### src/rtl/memory_controller_pkg.sv
// -----------------------------------------------------------------------------
// memory_controller_pkg
// Shared constants and types for the three-port arbitrated SRAM front end.
//   C_DATA_WIDTH / C_ADDR_WIDTH / C_DEPTH : default data, address and depth
//   N_DEVICES                             : number of requesting devices (3)
//   dev_idx_t                             : device index (device 1..3 -> 0..2)
//   dev_onehot()                          : index -> one-hot grant/ack vector
// -----------------------------------------------------------------------------
package memory_controller_pkg;

    localparam int C_DATA_WIDTH = 8;
    localparam int C_ADDR_WIDTH = 8;
    localparam int C_DEPTH      = 256;
    localparam int N_DEVICES    = 3;

    typedef enum logic [1:0] {
        DEV_1 = 2'd0,
        DEV_2 = 2'd1,
        DEV_3 = 2'd2
    } dev_idx_t;

    // Convert a device index into its one-hot request/ack position.
    function automatic logic [N_DEVICES-1:0] dev_onehot(input dev_idx_t idx);
        logic [N_DEVICES-1:0] v;
        case (idx)
            DEV_1:   v = 3'b001;
            DEV_2:   v = 3'b010;
            DEV_3:   v = 3'b100;
            default: v = 3'b000;
        endcase
        return v;
    endfunction

endpackage

### src/rtl/memory_controller_rr_arbiter3.sv
// -----------------------------------------------------------------------------
// rr_arbiter3
// Three-way round-robin arbiter. The search starts at the device after the
// last one granted; the last-granted pointer only moves when a grant is made.
// Grant is combinational from the current requests so the top can perform the
// access on the same edge.
// Ports:
//   i_clk    : clock, rising edge
//   i_rst_n  : asynchronous active-low reset (pointer -> device 3)
//   i_req    : request vector, bit i = device i+1
//   o_grant  : one-hot grant, 000 when nothing is requested
// -----------------------------------------------------------------------------
module rr_arbiter3
    import memory_controller_pkg::*;
(
    input  logic                 i_clk,
    input  logic                 i_rst_n,
    input  logic [N_DEVICES-1:0] i_req,
    output logic [N_DEVICES-1:0] o_grant
);

    dev_idx_t r_last;
    dev_idx_t w_next;
    logic     w_found;

    // Rotating priority search starting after the last granted device.
    always_comb begin
        w_next  = r_last;
        w_found = 1'b0;
        case (r_last)
            DEV_1: begin
                if (i_req[1]) begin
                    w_next = DEV_2; w_found = 1'b1;
                end else if (i_req[2]) begin
                    w_next = DEV_3; w_found = 1'b1;
                end else if (i_req[0]) begin
                    w_next = DEV_1; w_found = 1'b1;
                end else begin
                    w_next = r_last; w_found = 1'b0;
                end
            end
            DEV_2: begin
                if (i_req[2]) begin
                    w_next = DEV_3; w_found = 1'b1;
                end else if (i_req[0]) begin
                    w_next = DEV_1; w_found = 1'b1;
                end else if (i_req[1]) begin
                    w_next = DEV_2; w_found = 1'b1;
                end else begin
                    w_next = r_last; w_found = 1'b0;
                end
            end
            // DEV_3 and the unused encoding both restart the order at device 1.
            default: begin
                if (i_req[0]) begin
                    w_next = DEV_1; w_found = 1'b1;
                end else if (i_req[1]) begin
                    w_next = DEV_2; w_found = 1'b1;
                end else if (i_req[2]) begin
                    w_next = DEV_3; w_found = 1'b1;
                end else begin
                    w_next = r_last; w_found = 1'b0;
                end
            end
        endcase
    end

    // Grant vector derived from the search result.
    always_comb begin
        if (w_found) begin
            o_grant = dev_onehot(w_next);
        end else begin
            o_grant = 3'b000;
        end
    end

    // Last-granted pointer; reset to device 3 so device 1 wins first.
    always_ff @(posedge i_clk or negedge i_rst_n) begin
        if (!i_rst_n) begin
            r_last <= DEV_3;
        end else if (w_found) begin
            r_last <= w_next;
        end else begin
            r_last <= r_last;
        end
    end

endmodule

### src/rtl/memory_controller.sv
// -----------------------------------------------------------------------------
// memory_controller
// Three-port round-robin front end to a single-ported DEPTH x DATA_WIDTH SRAM.
// One device is served per clock; its access completes at the grant edge and
// the one-hot ack plus data are valid for the following cycle.
// Ports:
//   clk                  : clock, rising edge
//   reset                : asynchronous active-low reset
//   devices_mem_en       : bit i = device i+1 requests an access
//   device_N_mem_addr    : device N address
//   device_N_mem_di      : device N write data
//   devices_mem_we       : bit i = device i+1 access is a write
//   devices_do_ack       : one-hot, transaction of device i+1 completed
//   mem_do               : read data, or echoed write data, of that transaction
// -----------------------------------------------------------------------------
module memory_controller
    import memory_controller_pkg::*;
#(
    parameter int DATA_WIDTH = C_DATA_WIDTH,
    parameter int ADDR_WIDTH = C_ADDR_WIDTH,
    parameter int DEPTH      = C_DEPTH
) (
    input  logic                  clk,
    input  logic                  reset,
    input  logic [N_DEVICES-1:0]  devices_mem_en,
    input  logic [ADDR_WIDTH-1:0] device_1_mem_addr,
    input  logic [ADDR_WIDTH-1:0] device_2_mem_addr,
    input  logic [ADDR_WIDTH-1:0] device_3_mem_addr,
    input  logic [DATA_WIDTH-1:0] device_1_mem_di,
    input  logic [DATA_WIDTH-1:0] device_2_mem_di,
    input  logic [DATA_WIDTH-1:0] device_3_mem_di,
    input  logic [N_DEVICES-1:0]  devices_mem_we,
    output logic [N_DEVICES-1:0]  devices_do_ack,
    output logic [DATA_WIDTH-1:0] mem_do
);

    logic [N_DEVICES-1:0]  w_grant;
    logic [ADDR_WIDTH-1:0] w_addr;
    logic [DATA_WIDTH-1:0] w_di;
    logic                  w_we;

    logic [DATA_WIDTH-1:0] r_mem [0:DEPTH-1];
    logic [N_DEVICES-1:0]  r_ack;
    logic [DATA_WIDTH-1:0] r_do;

    rr_arbiter3 u_arbiter (
        .i_clk   (clk),
        .i_rst_n (reset),
        .i_req   (devices_mem_en),
        .o_grant (w_grant)
    );

    // Route the granted device's address, data and write strobe to the SRAM.
    always_comb begin
        w_addr = {ADDR_WIDTH{1'b0}};
        w_di   = {DATA_WIDTH{1'b0}};
        w_we   = 1'b0;
        case (w_grant)
            3'b001: begin
                w_addr = device_1_mem_addr;
                w_di   = device_1_mem_di;
                w_we   = devices_mem_we[0];
            end
            3'b010: begin
                w_addr = device_2_mem_addr;
                w_di   = device_2_mem_di;
                w_we   = devices_mem_we[1];
            end
            3'b100: begin
                w_addr = device_3_mem_addr;
                w_di   = device_3_mem_di;
                w_we   = devices_mem_we[2];
            end
            default: begin
                w_addr = {ADDR_WIDTH{1'b0}};
                w_di   = {DATA_WIDTH{1'b0}};
                w_we   = 1'b0;
            end
        endcase
    end

    // SRAM write port; contents are not reset. A write coinciding with an
    // asserted reset is dropped.
    always_ff @(posedge clk) begin
        if (reset && w_we) begin
            r_mem[w_addr] <= w_di;
        end
    end

    // Ack and read-data registers; mem_do holds when nobody is granted.
    always_ff @(posedge clk or negedge reset) begin
        if (!reset) begin
            r_ack <= 3'b000;
            r_do  <= {DATA_WIDTH{1'b0}};
        end else if (|w_grant) begin
            r_ack <= w_grant;
            r_do  <= w_we ? w_di : r_mem[w_addr];
        end else begin
            r_ack <= 3'b000;
            r_do  <= r_do;
        end
    end

    assign devices_do_ack = r_ack;
    assign mem_do         = r_do;

endmodule

### config.mk
export PLATFORM = sky130hd
export DESIGN_NAME = memory_controller
export DESIGN_NICKNAME = d
export VERILOG_FILES = /design/src/rtl/memory_controller_pkg.sv /design/src/rtl/memory_controller_rr_arbiter3.sv /design/src/rtl/memory_controller.sv
export SDC_FILE = /design/constraint.sdc
export NUM_CORES = 2
export LEC_CHECK = 0
export BUFFER_PORTS_ARGS = -buffer_cell sky130_fd_sc_hd__buf_4
export CORE_UTILIZATION = 55
export CTS_CLUSTER_SIZE = 30
export DETAILED_ROUTE_END_ITERATION = 8
export PLACE_DENSITY = 0.71
export SETUP_SLACK_MARGIN = 0.2
export SYNTH_ARGS = -nofsm -noshare
export SYNTH_HDL_FRONTEND = slang
export SYNTH_SLANG_ARGS = --single-unit
### constraint.sdc
create_clock -name clk -period 6.5 [get_ports clk]
set_clock_uncertainty 0.2 [all_clocks]
set_input_delay 0 -clock clk [delete_from_list [all_inputs] [get_ports clk]]
set_output_delay 0 -clock clk [all_outputs]
set_load 0.02 [all_outputs]
Yosys cells after proc, flatten, opt, wreduce, memory -nomap -nowiden. Memories as Yosys holds them, arrays and structs flattened. Index checks and enable logic that the tools add are counted.

Equal/unequal tests: 6. Mux-type cells: 29. Reduce and logical (&&, ||, !) cells: 4.

Operator list (count): one-hot mux 8 bit (3 select lines) (2); 2-to-1 mux 2 bit (9); 2-to-1 mux 1 bit (11); one-hot mux 3 bit (3 select lines) (1); 2-to-1 mux 8 bit (1); 2-to-1 mux 3 bit (2); equality test 2 x 1 -> 1 bit (second input constant) (2); logical NOT 2 bit (2); one-hot mux 2 bit (2 select lines) (1); equality test 3 x 1 -> 1 bit (second input constant) (1); equality test 3 x 2 -> 1 bit (second input constant) (1); equality test 3 bit (second input constant) (1); one-hot mux 1 bit (3 select lines) (1); OR reduction 3 bit (1); equality test 2 bit (second input constant) (1); one-hot mux 1 bit (2 select lines) (1); logical AND 1 bit (1).

Flip-flop bits (word level): 13. Memory bits (writable): 2048. Input bits: 56. Output and inout bits: 11. Logic and storage cells: 43. Memories: 1.

Memory list: r_mem (depth 256, bits a word 8, rd ports 1, clocked after Yosys merged registers in 0, write ports 1, line memory_controller.sv:42) `logic [DATA_WIDTH-1:0] r_mem [0:DEPTH-1];`.

Depth between registers and ports, before layout.
Word-level depth: 12. Depth in mapped cells: 16. Gate-level depth less buffers: 10.

Hierarchy. Synthesis repeated with hierarchy kept, for this count alone.

Cell total of the unflattened synthesis: 6322. Area total of the unflattened synthesis: 83407.5 µm².

By module, submodules not included: memory_controller (instances 1, cells an instance 6303, area an instance 83264.9 µm², sequential area each 61774.2 µm²); rr_arbiter3 (instances 1, cells an instance 19, area an instance 142.6 µm², sequential area each 51.3 µm²).

Worst setup path before layout. No wires, ideal clock.

Path kind: reg2reg. Start point: register u_arbiter.r_last[1]. End point: register r_do[7], in the netlist mem_do[7]. Library setup time: 67 ps. Arrival: 5502 ps. Required time: 6233 ps. Path slack: 731 ps. Stages on the path, launching flop included: 12. Path buffers: 2. Clock period less this slack: 5769 ps. Path through: dfstp_2 nand2b_1 a22o_4 buf_2 buf_1 a22oi_1 nand2_1 nor2_1 o31ai_1 nand3_1 o41ai_1 a311o_1.

Elaborated cells on any way between the ends: 27. Those cells by class: eq/ne: 6; mux: 17; reduce/logical: 3; memory: 1.

RTL lines: start, declared (line memory_controller_rr_arbiter3.sv:22) `dev_idx_t r_last;`; start signal, assigned (line memory_controller_rr_arbiter3.sv:82) `r_last <= w_next;`; start signal, assigned (line memory_controller_rr_arbiter3.sv:84) `r_last <= r_last;`; 2-to-1 mux 2 bit, on equally long branches (line memory_controller_rr_arbiter3.sv:59, memory_controller_rr_arbiter3.sv:36, memory_controller_rr_arbiter3.sv:47); 2-to-1 mux 2 bit, on equally long branches (line memory_controller_rr_arbiter3.sv:57, memory_controller_rr_arbiter3.sv:34, memory_controller_rr_arbiter3.sv:45); 2-to-1 mux 2 bit, on equally long branches (line memory_controller_rr_arbiter3.sv:55, memory_controller_rr_arbiter3.sv:32, memory_controller_rr_arbiter3.sv:43); one-hot mux 2 bit (2 select lines) (line memory_controller_rr_arbiter3.sv:30) `case (r_last)`; equality test 2 bit (tied with other cells) (line memory_controller_pkg.sv:25) `case (idx)`; one-hot mux 3 bit (3 select lines) (line memory_controller_pkg.sv:25); 2-to-1 mux 3 bit (*) (line memory_controller_rr_arbiter3.sv:70) `if (w_found) begin`; equality test 3 bit (tied with other cells) (line memory_controller.sv:58) `case (w_grant)`; one-hot mux 8 bit (3 select lines) (*) (line memory_controller.sv:58); via w_di[7] (line memory_controller.sv:39) `logic [DATA_WIDTH-1:0] w_di;`; 2-to-1 mux 8 bit (*) (line memory_controller.sv:97) `r_do <= w_we ? w_di : r_mem[w_addr];`; end signal, assigned (line memory_controller.sv:94) `r_do <= {DATA_WIDTH{1'b0}};`; end signal, assigned (line memory_controller.sv:97); end signal, assigned (line memory_controller.sv:100) `r_do <= r_do;`; end, declared (line memory_controller.sv:44) `logic [DATA_WIDTH-1:0] r_do;`.

Mark *: on every way through the listed nets, which the timed path passes. The rest lies on a longest branch. A chain may end at the register's enable or synchronous reset.

Final worst setup path.
Start point: register u_arbiter.r_last[1]. End point: register r_do[5], in the netlist mem_do[5].

Cells in the longest elaborated chain, start to end: 11. Elaborated cells on any way between the ends: 27. Those cells by class: eq/ne: 6; mux: 17; reduce/logical: 3; memory: 1.

Ends and longest elaborated chain (line): 2-to-1 mux 2 bit, on equally long branches (memory_controller_rr_arbiter3.sv:59, memory_controller_rr_arbiter3.sv:36, memory_controller_rr_arbiter3.sv:47); 2-to-1 mux 2 bit, on equally long branches (memory_controller_rr_arbiter3.sv:57, memory_controller_rr_arbiter3.sv:34, memory_controller_rr_arbiter3.sv:45); 2-to-1 mux 2 bit, on equally long branches (memory_controller_rr_arbiter3.sv:55, memory_controller_rr_arbiter3.sv:32, memory_controller_rr_arbiter3.sv:43); one-hot mux 2 bit (2 select lines) (memory_controller_rr_arbiter3.sv:30); equality test 2 bit (tied with other cells) (memory_controller_pkg.sv:25); one-hot mux 3 bit (3 select lines) (memory_controller_pkg.sv:25); 2-to-1 mux 3 bit (*) (memory_controller_rr_arbiter3.sv:70); equality test 3 bit (tied with other cells) (memory_controller.sv:58); one-hot mux 8 bit (3 select lines) (memory_controller.sv:58); memory (256 x 8 bit); 2-to-1 mux 8 bit (memory_controller.sv:97).

Mark *: on every way between the ends. The rest lies on a longest branch, timed or not.

==> flow_metrics.py <==
metrics = {
    "synth": {
        "postSynth.asyncResetShare_pct": 0.631,
        "netlist_area_um2": 81900,
        "yosys_warnings": 0,
        "post_synth_edffs": 2048,
        "synth.ff_latch_count": 2061,
        "syn_nets": 4646,
        "synth_top_flop_cell": "sky130_fd_sc_hd__edfxtp_1",
        "syn_inst": 4590,
        "synth_seq_area_share_pct": 75.5,
        "number_of_distinct_library_cell_variants_in_the_gate_level_netlist_after_synthesis": 70,
        "postSynthAreaPerCell_um2": 17.8,
    },
    "power": {
        "peakVddDrop_mv": 0.454,
        "cellPowerDensity_nw_per_um2": 345,
        "leakage_uw": 0.0294,
    },
    "setup_path": {
        "cp_cell_sequence": "nand2b_1, o2bb2ai_2, buf_4, a222oi_1, dlygate4sd3_1, buf_4, nand2_1, buf_4, nor4_1, a31oi_1, a311oi_1, a31oi_1, dlygate4sd3_1",
        "cp_slowest_cell": "sky130_fd_sc_hd__a222oi_1",
        "start_kind": "flop",
        "r2r_end": "mem_do[5]$_DFFE_PN0N_",
        "worst_ep_arrival_time_ns": 6.73,
        "cpMostUsedCell": "sky130_fd_sc_hd__buf_4",
        "timing.critical_path.required_ns": 7.05,
        "cpPeakStageDelay_ns": 0.88,
        "cp_max_fo": 16,
        "rr_startpoint": "u_arbiter.r_last[1]$_DFFE_PN1N_",
        "r2r.worst_path.cells": 13,
        "worstSetupPathType": "flop to flop",
        "critPathCaptureType": "flop",
        "reg2reg_slack_ns": 0.32,
    },
    "final_layout": {
        "num-fill-cells": 10100,
        "area_growth_syn_to_layout_pct": 11.5,
        "nets": 4826,
        "share_of_cells_above_drive_strength_1_pct": 16.9,
    },
    "floorplan": {
        "die_y_um": 388,
        "initial_core_util_pct": 55.4,
        "row_count": 141,
        "top_level_ports": 67,
        "dieArea_um2": 150000,
        "design.core.area_um2": 148000,
        "die_w_um": 388,
    },
    "route": {
        "wl_met2_mm": 103,
        "detail_route.wl_per_cell_um": 33.2,
        "drt_wl_total_mm": 228,
        "wl_met1_mm": 84.2,
        "post_route_drc_violation_count": 3,
        "ant_nets": 0,
        "drt_iter0_drc": 6564,
        "maxUsedRoutingLayer": "met5",
        "route.vias.total": 46700,
        "drt_pre_antenna_iters": 9,
        "drt-vias-per-instance": 6.80,
        "route.met3.wl_mm": 28.5,
    },
    "sta": {
        "count_of_final_setup_violators": 0,
        "post-route-period-util_pct": 95.1,
        "setup_repair_after_global_routing_missed_its_margin": "false",
        "worst_slew_pin_slew_ns": 1.28,
        "post-route-min-period_ns": 6.18,
        "fmax_mhz": 162,
        "whs_ns": 0.0748,
        "max_slew_margin_pct": 13.7,
        "hold_viol_final": 0,
        "max_slew_vio_count": 0,
        "setup_total_negative_slack_ns": 0,
    },
    "cts": {
        "cts_htree_levels": 4,
        "clock_latency_late_sink_ns": 0.86,
        "ctsLongestPathBuffers": 3,
        "cts.repair_timing.setup_buffer_count": 0,
        "tritoncts_buffer_count": 195,
        "count_of_hold_buffers_inserted_by_post_cts_repair": 45,
        "tritoncts": "built",
        "clock_sinks": 2061,
        "clk_pin_slew_worst_paths_ns": 0.07,
        "cts_root_buf": "sky130_fd_sc_hd__clkbuf_16",
        "post_cts_resize_count": 0,
    },
    "global_routing": {
        "grt_first_pass_wirelength_mm": 325,
        "gr-total-overflow": 0,
        "number_of_antenna_violations_at_the_first_check_in_global_routing": 5,
        "grt_start_max_net_pins": 202,
        "first_global_vias": 45000,
        "grt.total_usage_pct": 30.3,
    },
    "run_status": {
        "run_status": "finished, violations left",
        "failed_checks": "design-rule violations",
    },
    "place": {
        "io_buffers": 66,
        "detailed_place_hpwl_mm": 134,
        "place.gp.congestion": 0.940,
    },
    "worst_hold_path": {
        "min_to": "r_mem[242][3]$_DFFE_PP_",
        "whs_path_depth": 3,
        "worstHoldStart": "device_1_mem_di[3]",
        "timing.hold.worst.class": "input pin to flop",
    },
    "flow_run": {
        "drv.max_cap_violation_count": 0,
    },
}
-- cell families (layout without fill, tap and decap cells) --
family                 count (synthesis)  after routing  synth area share (%)
buffers and inverters                317            661                  2.47
flip-flops                          2061           2061                  75.5
other                                  0              3                     0
multiplexers                         524            524                  10.6
AND/OR/NAND/NOR                     1023           1023                  5.52
AO/OA/AOI/OAI                        665            665                  5.90
-- report_power, final --
part           switching [uW]  internal [uW]
clock network            5010           6050
registers                85.7          15200
logic                    3600           1490
total                    8700          22700
-- cell usage in the layout (no fill, tap or decap), drive strengths merged, types with 102 or more instances in the layout --
master     n
edfxtp  2048
nand2    435
mux4     270
buf      255
mux2i    242
nor2     241
clkbuf   237
a22oi    154
a211oi   150
nor2b    116
clkinv   102
-- routing by layer --
layer  up-vias  track usage (%)
met5         -           0.0319
met4        10             14.6
met3       634             8.53
met2      3352             44.7
met1     23900             41.8
li1      18800                -
-- how the worst max path moves through the flow --
stage                                          from               endpoint  slack (ns)  cells past startpoint
finish              u_arbiter.r_last[1]$_DFFE_PN1N_  mem_do[5]$_DFFE_PN0N_        0.32                     13
global route                      devices_mem_en[1]  mem_do[2]$_DFFE_PN0N_        0.45                     17
CTS                 u_arbiter.r_last[1]$_DFFE_PN1N_  mem_do[2]$_DFFE_PN0N_        0.78                     15
detailed placement  u_arbiter.r_last[1]$_DFFE_PN1N_  mem_do[6]$_DFFE_PN0N_        1.43                     12
global placement    u_arbiter.r_last[1]$_DFFE_PN1N_  mem_do[4]$_DFFE_PN0N_        1.06                     12
floorplan           u_arbiter.r_last[1]$_DFFE_PN1N_  mem_do[7]$_DFFE_PN0N_        0.73                     11
-- synthesized netlist by cell type, types with 6 or more instances --
cell type,count,area share [%]
sky130_fd_sc_hd__o211ai_1,7,0.064
sky130_fd_sc_hd__and2_1,6,0.046
sky130_fd_sc_hd__nand2_1,434,2.0
sky130_fd_sc_hd__dfrtp_1,12,0.37
sky130_fd_sc_hd__nor2_1,241,1.1
sky130_fd_sc_hd__mux2i_1,242,3.0
sky130_fd_sc_hd__nand3_1,85,0.52
sky130_fd_sc_hd__a22o_1,10,0.11
sky130_fd_sc_hd__nor3_1,80,0.49
sky130_fd_sc_hd__mux4_2,261,7.2
sky130_fd_sc_hd__o22ai_1,17,0.13
sky130_fd_sc_hd__a221oi_1,7,0.075
sky130_fd_sc_hd__a22oi_1,154,1.4
sky130_fd_sc_hd__buf_2,90,0.55
sky130_fd_sc_hd__a222oi_1,12,0.15
sky130_fd_sc_hd__mux4_1,9,0.29
sky130_fd_sc_hd__buf_8,8,0.15
sky130_fd_sc_hd__buf_1,21,0.096
sky130_fd_sc_hd__a32oi_1,13,0.14
sky130_fd_sc_hd__mux2_2,12,0.17
sky130_fd_sc_hd__nor2b_1,116,0.89
sky130_fd_sc_hd__clkbuf_1,104,0.48
sky130_fd_sc_hd__buf_4,36,0.33
sky130_fd_sc_hd__nand2b_1,12,0.092
sky130_fd_sc_hd__a311oi_1,63,0.67
sky130_fd_sc_hd__a31oi_1,47,0.36
sky130_fd_sc_hd__and3_1,11,0.084
sky130_fd_sc_hd__o21ai_0,32,0.20
sky130_fd_sc_hd__nor4_1,18,0.14
sky130_fd_sc_hd__a211oi_1,150,1.4
sky130_fd_sc_hd__a21oi_1,101,0.62
sky130_fd_sc_hd__buf_6,44,0.61
sky130_fd_sc_hd__edfxtp_1,2048,75
sky130_fd_sc_hd__buf_12,10,0.24
-- flip-flops by register name, indices dropped and copies added, names as in the netlist --
register	flops
devices_do_ack	3
mem_do	8
r_mem	2048
u_arbiter.r_last	2
-- stage by stage --
stage | util (%) | area [um^2] | instances | power [uW] | setup WS, ns
after CTS | 61.8 | 91200 | 6864 | 31300 | 0.783
final | 61.8 | 91300 | 6867 | 31400 | 0.316
after detailed placement | 57.3 | 84600 | 6458 | 20400 | 1.43
after global placement | 57.3 | 84600 | 6457 | 20300 | 1.06
after floorplan | - | 81900 | 4590 | 18600 | 0.731
after global routing | 61.8 | 91200 | 6864 | 32100 | 0.453
-- area by class of cell --
cell class | count | area (um^2) | share of cell area [%]
antenna | 3 | 7.51 | 0.00823
clock inverter | 124 | 1090 | 1.19
clock buffer | 237 | 5100 | 5.59
tap | 1930 | 2410 | 2.65
timing repair buffer | 296 | 2660 | 2.91
sequential | 2061 | 61800 | 67.8
inverter | 4 | 45.0 | 0.0494
multi-input combinational | 2212 | 18100 | 19.9
-- critical path, delay by kind of cell (launching register included) --
family,cells,cell delay (ns)
simple gates,3,1.01
compound gates,5,2.03
flops,1,0.57
buf+inv,5,2.23
No activity file was read; power rests on OpenSTA's default activity.
